<file path="src/rtl/alu_arbiter.sv">
// Round-robin arbiter sharing one external 32-bit ALU between two requesters.
// Holds ALU inputs for op-dependent cycles; optional ALU_ARB_STATS_EN grant counters.
module alu_arbiter #(
    parameter int MUL_CYCLES = 2,
    parameter int DIV_CYCLES = 8
) (
    input  logic        clk,
    input  logic        rst_n,
    input  logic        req0_valid,
    output logic        req0_ready,
    input  logic [3:0]  req0_op,
    input  logic [31:0] req0_a,
    input  logic [31:0] req0_b,
    input  logic        req1_valid,
    output logic        req1_ready,
    input  logic [3:0]  req1_op,
    input  logic [31:0] req1_a,
    input  logic [31:0] req1_b,
    output logic [3:0]  alu_op,
    output logic [31:0] alu_a,
    output logic [31:0] alu_b,
    input  logic [31:0] alu_result,
    input  logic        alu_zero,
    output logic        rsp_valid,
    input  logic        rsp_ready,
    output logic [31:0] rsp_result,
    output logic        rsp_zero,
    output logic        rsp_id,
    output logic        rsp_err
`ifdef ALU_ARB_STATS_EN
    ,
    output logic [15:0] grant_cnt0,
    output logic [15:0] grant_cnt1
`endif
);

    localparam logic [3:0] OP_AND = 4'b0000;
    localparam logic [3:0] OP_OR  = 4'b0001;
    localparam logic [3:0] OP_XOR = 4'b0010;
    localparam logic [3:0] OP_ADD = 4'b0101;
    localparam logic [3:0] OP_SUB = 4'b0110;
    localparam logic [3:0] OP_MUL = 4'b0111;
    localparam logic [3:0] OP_DIV = 4'b1100;
    localparam logic [3:0] OP_NOP = 4'b1111;

    typedef enum logic [1:0] {IDLE, EXEC, RESP} state_t;

    state_t      state;
    state_t      state_nx;
    logic        rr_last;
    logic [3:0]  cnt;
    logic [3:0]  op_q;
    logic [31:0] a_q;
    logic [31:0] b_q;
    logic        grant0;
    logic        grant1;
    logic [3:0]  op_sel;
    logic [31:0] a_sel;
    logic [31:0] b_sel;

    function automatic logic [3:0] lat_m1(input logic [3:0] op);
        case (op)
            OP_MUL:  return 4'(MUL_CYCLES - 1);
            OP_DIV:  return 4'(DIV_CYCLES - 1);
            default: return 4'd0;
        endcase
    endfunction

    function automatic logic illegal(input logic [3:0] op);
        case (op)
            OP_AND, OP_OR, OP_XOR, OP_ADD,
            OP_SUB, OP_MUL, OP_DIV: return 1'b0;
            default:                return 1'b1;
        endcase
    endfunction

    assign op_sel = grant1 ? req1_op : req0_op;
    assign a_sel  = grant1 ? req1_a  : req0_a;
    assign b_sel  = grant1 ? req1_b  : req0_b;

    // State register
    always_ff @(posedge clk or negedge rst_n) begin
        if (!rst_n) state <= IDLE;
        else        state <= state_nx;
    end

    // Grant, next state and ALU/response drive; ALU idles at NOP outside EXEC
    always_comb begin
        state_nx   = state;
        grant0     = 1'b0;
        grant1     = 1'b0;
        alu_op     = OP_NOP;
        alu_a      = 32'd0;
        alu_b      = 32'd0;
        rsp_valid  = 1'b0;
        unique case (state)
            IDLE: begin
                grant0 = req0_valid && (!req1_valid || rr_last);
                grant1 = req1_valid && (!req0_valid || !rr_last);
                if (grant0 || grant1) state_nx = EXEC;
            end
            EXEC: begin
                alu_op = op_q;
                alu_a  = a_q;
                alu_b  = b_q;
                if (cnt == 4'd0) state_nx = RESP;
            end
            RESP: begin
                rsp_valid = 1'b1;
                if (rsp_ready) state_nx = IDLE;
            end
            default: state_nx = IDLE;
        endcase
        req0_ready = grant0;
        req1_ready = grant1;
    end

    // Operation capture, hold counter and result registers
    always_ff @(posedge clk or negedge rst_n) begin
        if (!rst_n) begin
            rr_last    <= 1'b1;
            cnt        <= 4'd0;
            op_q       <= OP_NOP;
            a_q        <= 32'd0;
            b_q        <= 32'd0;
            rsp_result <= 32'd0;
            rsp_zero   <= 1'b0;
            rsp_id     <= 1'b0;
            rsp_err    <= 1'b0;
        end else if (grant0 || grant1) begin
            op_q    <= op_sel;
            a_q     <= a_sel;
            b_q     <= b_sel;
            rsp_id  <= grant1;
            rr_last <= grant1;
            cnt     <= lat_m1(op_sel);
        end else if (state == EXEC) begin
            if (cnt != 4'd0) begin
                cnt <= cnt - 4'd1;
            end else if (op_q == OP_DIV && b_q == 32'd0) begin
                rsp_result <= 32'd0;
                rsp_zero   <= 1'b1;
                rsp_err    <= 1'b1;
            end else begin
                rsp_result <= alu_result;
                rsp_zero   <= alu_zero;
                rsp_err    <= illegal(op_q);
            end
        end
    end

`ifdef ALU_ARB_STATS_EN
    // Saturating per-requester grant counters
    always_ff @(posedge clk or negedge rst_n) begin
        if (!rst_n) begin
            grant_cnt0 <= 16'd0;
            grant_cnt1 <= 16'd0;
        end else begin
            if (grant0 && grant_cnt0 != 16'hFFFF)
                grant_cnt0 <= grant_cnt0 + 16'd1;
            if (grant1 && grant_cnt1 != 16'hFFFF)
                grant_cnt1 <= grant_cnt1 + 16'd1;
        end
    end
`endif

endmodule
</file>
<file path="config.mk">
export PLATFORM = sky130hd
export DESIGN_NAME = alu_arbiter
export DESIGN_NICKNAME = d
export VERILOG_FILES = /design/src/rtl/alu_arbiter.sv
export SDC_FILE = /design/constraint.sdc
export NUM_CORES = 1
export LEC_CHECK = 0
export BUFFER_PORTS_ARGS = -buffer_cell sky130_fd_sc_hd__buf_2
export CAP_MARGIN = 0
export CORE_MARGIN = 2
export CORE_UTILIZATION = 41
export CTS_CLUSTER_SIZE = 16
export DETAILED_ROUTE_END_ITERATION = 7
export HOLD_SLACK_MARGIN = 0.15
export PLACE_DENSITY = 0.83
export SLEW_MARGIN = 20
export SYNTH_ARGS = -nofsm -noshare
export SYNTH_HDL_FRONTEND = slang
export SYNTH_SLANG_ARGS = --single-unit
</file>
<file path="constraint.sdc">
create_clock -name clk -period 2 [get_ports clk]
set_clock_uncertainty 0.2 [all_clocks]
set_input_delay 0.5 -clock clk [delete_from_list [all_inputs] [get_ports clk]]
set_output_delay 0.5 -clock clk [all_outputs]
set_load 0.01 [all_outputs]
</file>
==> results.sh <==
export IMPL_critical_path_required_ns=1.30
export IMPL_drc=0
export IMPL_h_tree_depth=3
export IMPL_cts_clk_slew_worst_paths_ns=0.07
export IMPL_syn_cell_area_um2=5360
export IMPL_yosysWarnings=0
export IMPL_cap_violations=0
export IMPL_ys_seq_area_share_pct=51.4
export IMPL_hold_viol=0
export IMPL_endpoint_kind="primary output"
export IMPL_slew_headroom_pct=75.2
export IMPL_wl_per_cell_um=16.7
export IMPL_report_power_total_uw=13700
export IMPL_cts_buffers=9
export IMPL_irDropWorstVdd_uv=731
export IMPL_synth_net_count=746
export IMPL_dpl_hpwl_mm=11.7
export IMPL_critPathMaxFanout=8
export IMPL_design_die_area_um2=14000
export IMPL_grt_max_degree=71
export IMPL_antenna_left=0
export IMPL_worstHoldPathType="input port to register"
export IMPL_synth_ff_latch_count=110
export IMPL_cts_path_max_buffers=2
export IMPL_cts_sinks=110
export IMPL_clk_latency_ns=0.35
export IMPL_fin_crit_sh_pct=111
export IMPL_synth_adder_area_share_pct=0.233
export IMPL_track_usage_pct=22.3
export IMPL_power_switching_share_pct=38.5
export IMPL_area_delta_synth_final_pct=54.8
export IMPL_cp_slowest_cell="dfrtp_1"
export IMPL_fin_crit_ns=2.23
export IMPL_r2r_end="rsp_result[3]"
export IMPL_io_buffers=279
export IMPL_crit_type="register to primary output"
export IMPL_syn_inst=571
export IMPL_grt_pass1_wl_mm=25.2
export IMPL_place_congestion=0.780
export IMPL_intPower_uw=8400
export IMPL_endpoint="alu_b[9]"
export IMPL_slowest_delay_ns=0.38
export IMPL_antenna_cells=0
export IMPL_r2r_slack_ns=0.02
export IMPL_first_iter_violations=299
export IMPL_crit_cells=5
export IMPL_muxShareOfSynthArea_pct=5.97
export IMPL_rsz0062_at_grt="true"
export IMPL_worst_pin_slew_ns=0.372
export IMPL_p_per_area_nw_per_um2=1650
export IMPL_critPathTopFamily="buffers and inverters"
export IMPL_final_area_um2=8300
export IMPL_p_leak_uw=0.00429
export IMPL_synth_xor_area_share_pct=0.327
export IMPL_reg2reg_from="op_q[2]"
export IMPL_start_kind="register"
export IMPL_p_comb_share_pct=56.3
export IMPL_rows=41
export IMPL_power_share_sequential_pct=30.8
export IMPL_violations="setup timing"
export IMPL_initial_core_util_pct=42.2
export IMPL_ff2ff_path_depth=6
export IMPL_synth_edf_count=0
export IMPL_synth_cell_types=45
export IMPL_drive_gt1_share_pct=48.7
export IMPL_grt_antenna_before_repair=2
export IMPL_crit_arrival_ns=1.53
export IMPL_gr_total_overflow=0
export IMPL_post_route_util_pct=65.3
export IMPL_die_w_um=118
export IMPL_postPlaceCellArea_um2=7090
export IMPL_synth_avg_cell_area_um2=9.39
export IMPL_n_fill_cell=1071
export IMPL_num_nets_final=1041
export IMPL_wirelength_mm=17.5
export IMPL_cts_tree="done"
export IMPL_drt_first_pass_iters=5
export IMPL_crit_buf_inv=3
export IMPL_fmax_mhz=449
export IMPL_io_pins=280
export IMPL_path_cells="nor2b_4 > buf_12 > clkbuf_16 > and2_4 > buf_6"
export IMPL_grt_pass1_vias=5027
export IMPL_num_vias=5345
export IMPL_setup_viol=70
export IMPL_clockPowerShare_pct=12.9
export IMPL_status="finished with violations"
export IMPL_via_per_inst=5.12
export IMPL_critPathLaunch="state[0]"
export IMPL_synth_simple_area_share_pct=20.8
export IMPL_synth_compound_area_share_pct=16.8
export IMPL_synth_top_family_by_area="simple AND/OR/NAND/NOR gates"
export IMPL_core_area_um2=12700
export IMPL_root_buffer="clkbuf_16"
export IMPL_fp_dieH_um=118
export IMPL_slew_violations=0
export IMPL_worst_slack_ns=-0.225
export IMPL_synth_flop_cell="dfrtp_1"
export IMPL_p_sw_uw=5260
export IMPL_ys_async_sr_fraction_pct=100
per-stage QoR:
step	std cells	hold WS, ns	setup TNS [ns]	worst slack (ns)
2_1_floorplan	571	0.00441	0	0.127
3_3_place_gp	1004	0.240	0	0.0721
3_5_place_dp	1004	0.240	0	0.0306
4_1_cts	1026	0.161	-11.53	-0.210
5_1_grt	1043	0.188	-19.22	-0.278
6_report	1043	0.169	-13.34	-0.225
cells in the mapped netlist, types with 3 or more instances:
cell type	count	area [um2]
o21ai_0	67	335
nor4_1	6	37.5
buf_2	11	55.1
dfstp_2	5	131
inv_1	6	22.5
o21ai_1	5	25.0
a31oi_1	5	31.3
buf_6	3	33.8
nand2_1	77	289
nand2b_1	6	37.5
a21oi_1	5	25.0
nor2_1	44	165
clkbuf_1	23	86.3
nand3_1	3	15.0
o22ai_1	64	400
mux2i_1	32	320
buf_4	4	30.0
and2_1	65	407
dfrtp_1	105	2630
nor3_1	3	15.0
kinds of logic after synthesis:
group                    Yosys count
buffers and inverters             50
AND/OR/NAND/NOR                  221
flip-flops                       110
AO/OA/AOI/OAI                    155
adder cells (fa/ha/maj)            1
XOR/XNOR                           2
multiplexers                      32
how the worst min path moves through the flow:
stage                     cells after the start       from             end
after floorplan                               0      rst_n          a_q[0]
after global placement                        1      rst_n  rsp_result[31]
after detailed placement                      1      rst_n  rsp_result[31]
after CTS                                     2  rsp_ready        state[1]
after global routing                          2  rsp_ready        state[1]
final                                         2  rsp_ready        state[1]
flip-flops by register name, indices dropped and copies added (netlist names):
name        cells
a_q            32
rsp_result     32
rsp_zero        1
rsp_id          1
rr_last         1
state           2
b_q            32
cnt             4
rsp_err         1
op_q            4
repair_timing:
item                                    in CTS  in global routing
hold buffers                                 1                  0
pin swaps                                    1                 33
cloned                                       0                 10
resized for setup                            9                130
setup buffers                                5                  7
endpoints found under the setup margin      71                106
endpoints found under the hold margin       20                  0
layout by cell type, fill, tap and decap left out, drive strengths merged, types with 2 or more instances in the layout:
cell,n
nor3,3
or3b,2
nand2,77
nor2b,2
buf,318
dfstp,5
nand3b,2
clkbuf,17
dfrtp,105
nand4,2
a211oi,2
nand2b,6
inv,12
clkinv,2
mux2i,32
o21ai,72
nand3,3
nor4,7
a21oi,5
or2,2
a31oi,5
o22ai,64
and2,65
nor2,45
power groups by stage:
stage               clock (uW)  sequential [uW]  combinational [uW]
finish                    1760             4210                7700
global placement             0             4130                5410
floorplan                    0             4140                3240
detailed placement           0             4190                5550
CTS                       1800             4150                5700
global route              1880             4350                8340
final cells by class:
type                            instances  area [um2]  area share [%]
Tap cell                              172         215            2.59
Inverter                                7        28.8           0.347
Multi-Input combinational cell        411        2590            31.2
Sequential cell                       110        2760            33.2
Timing Repair Buffer                  327        2420            29.2
Clock buffer                            9         225            2.71
Clock inverter                          7        62.6           0.753
routing by layer:
| layer | vias to the layer above | track usage [%] | part of all wire, % |
|---|---|---|---|
| met2 | 226 | 38.5 | 52 |
| met3 | 15 | 4.78 | 6.8 |
| met1 | 2515 | 28.4 | 40 |
| li1 | 2587 | - | - |
| met4 | 2 | 5.65 | 0.96 |
| met5 | - | 0 | 0.046 |
(Power assumes the default switching activity.)
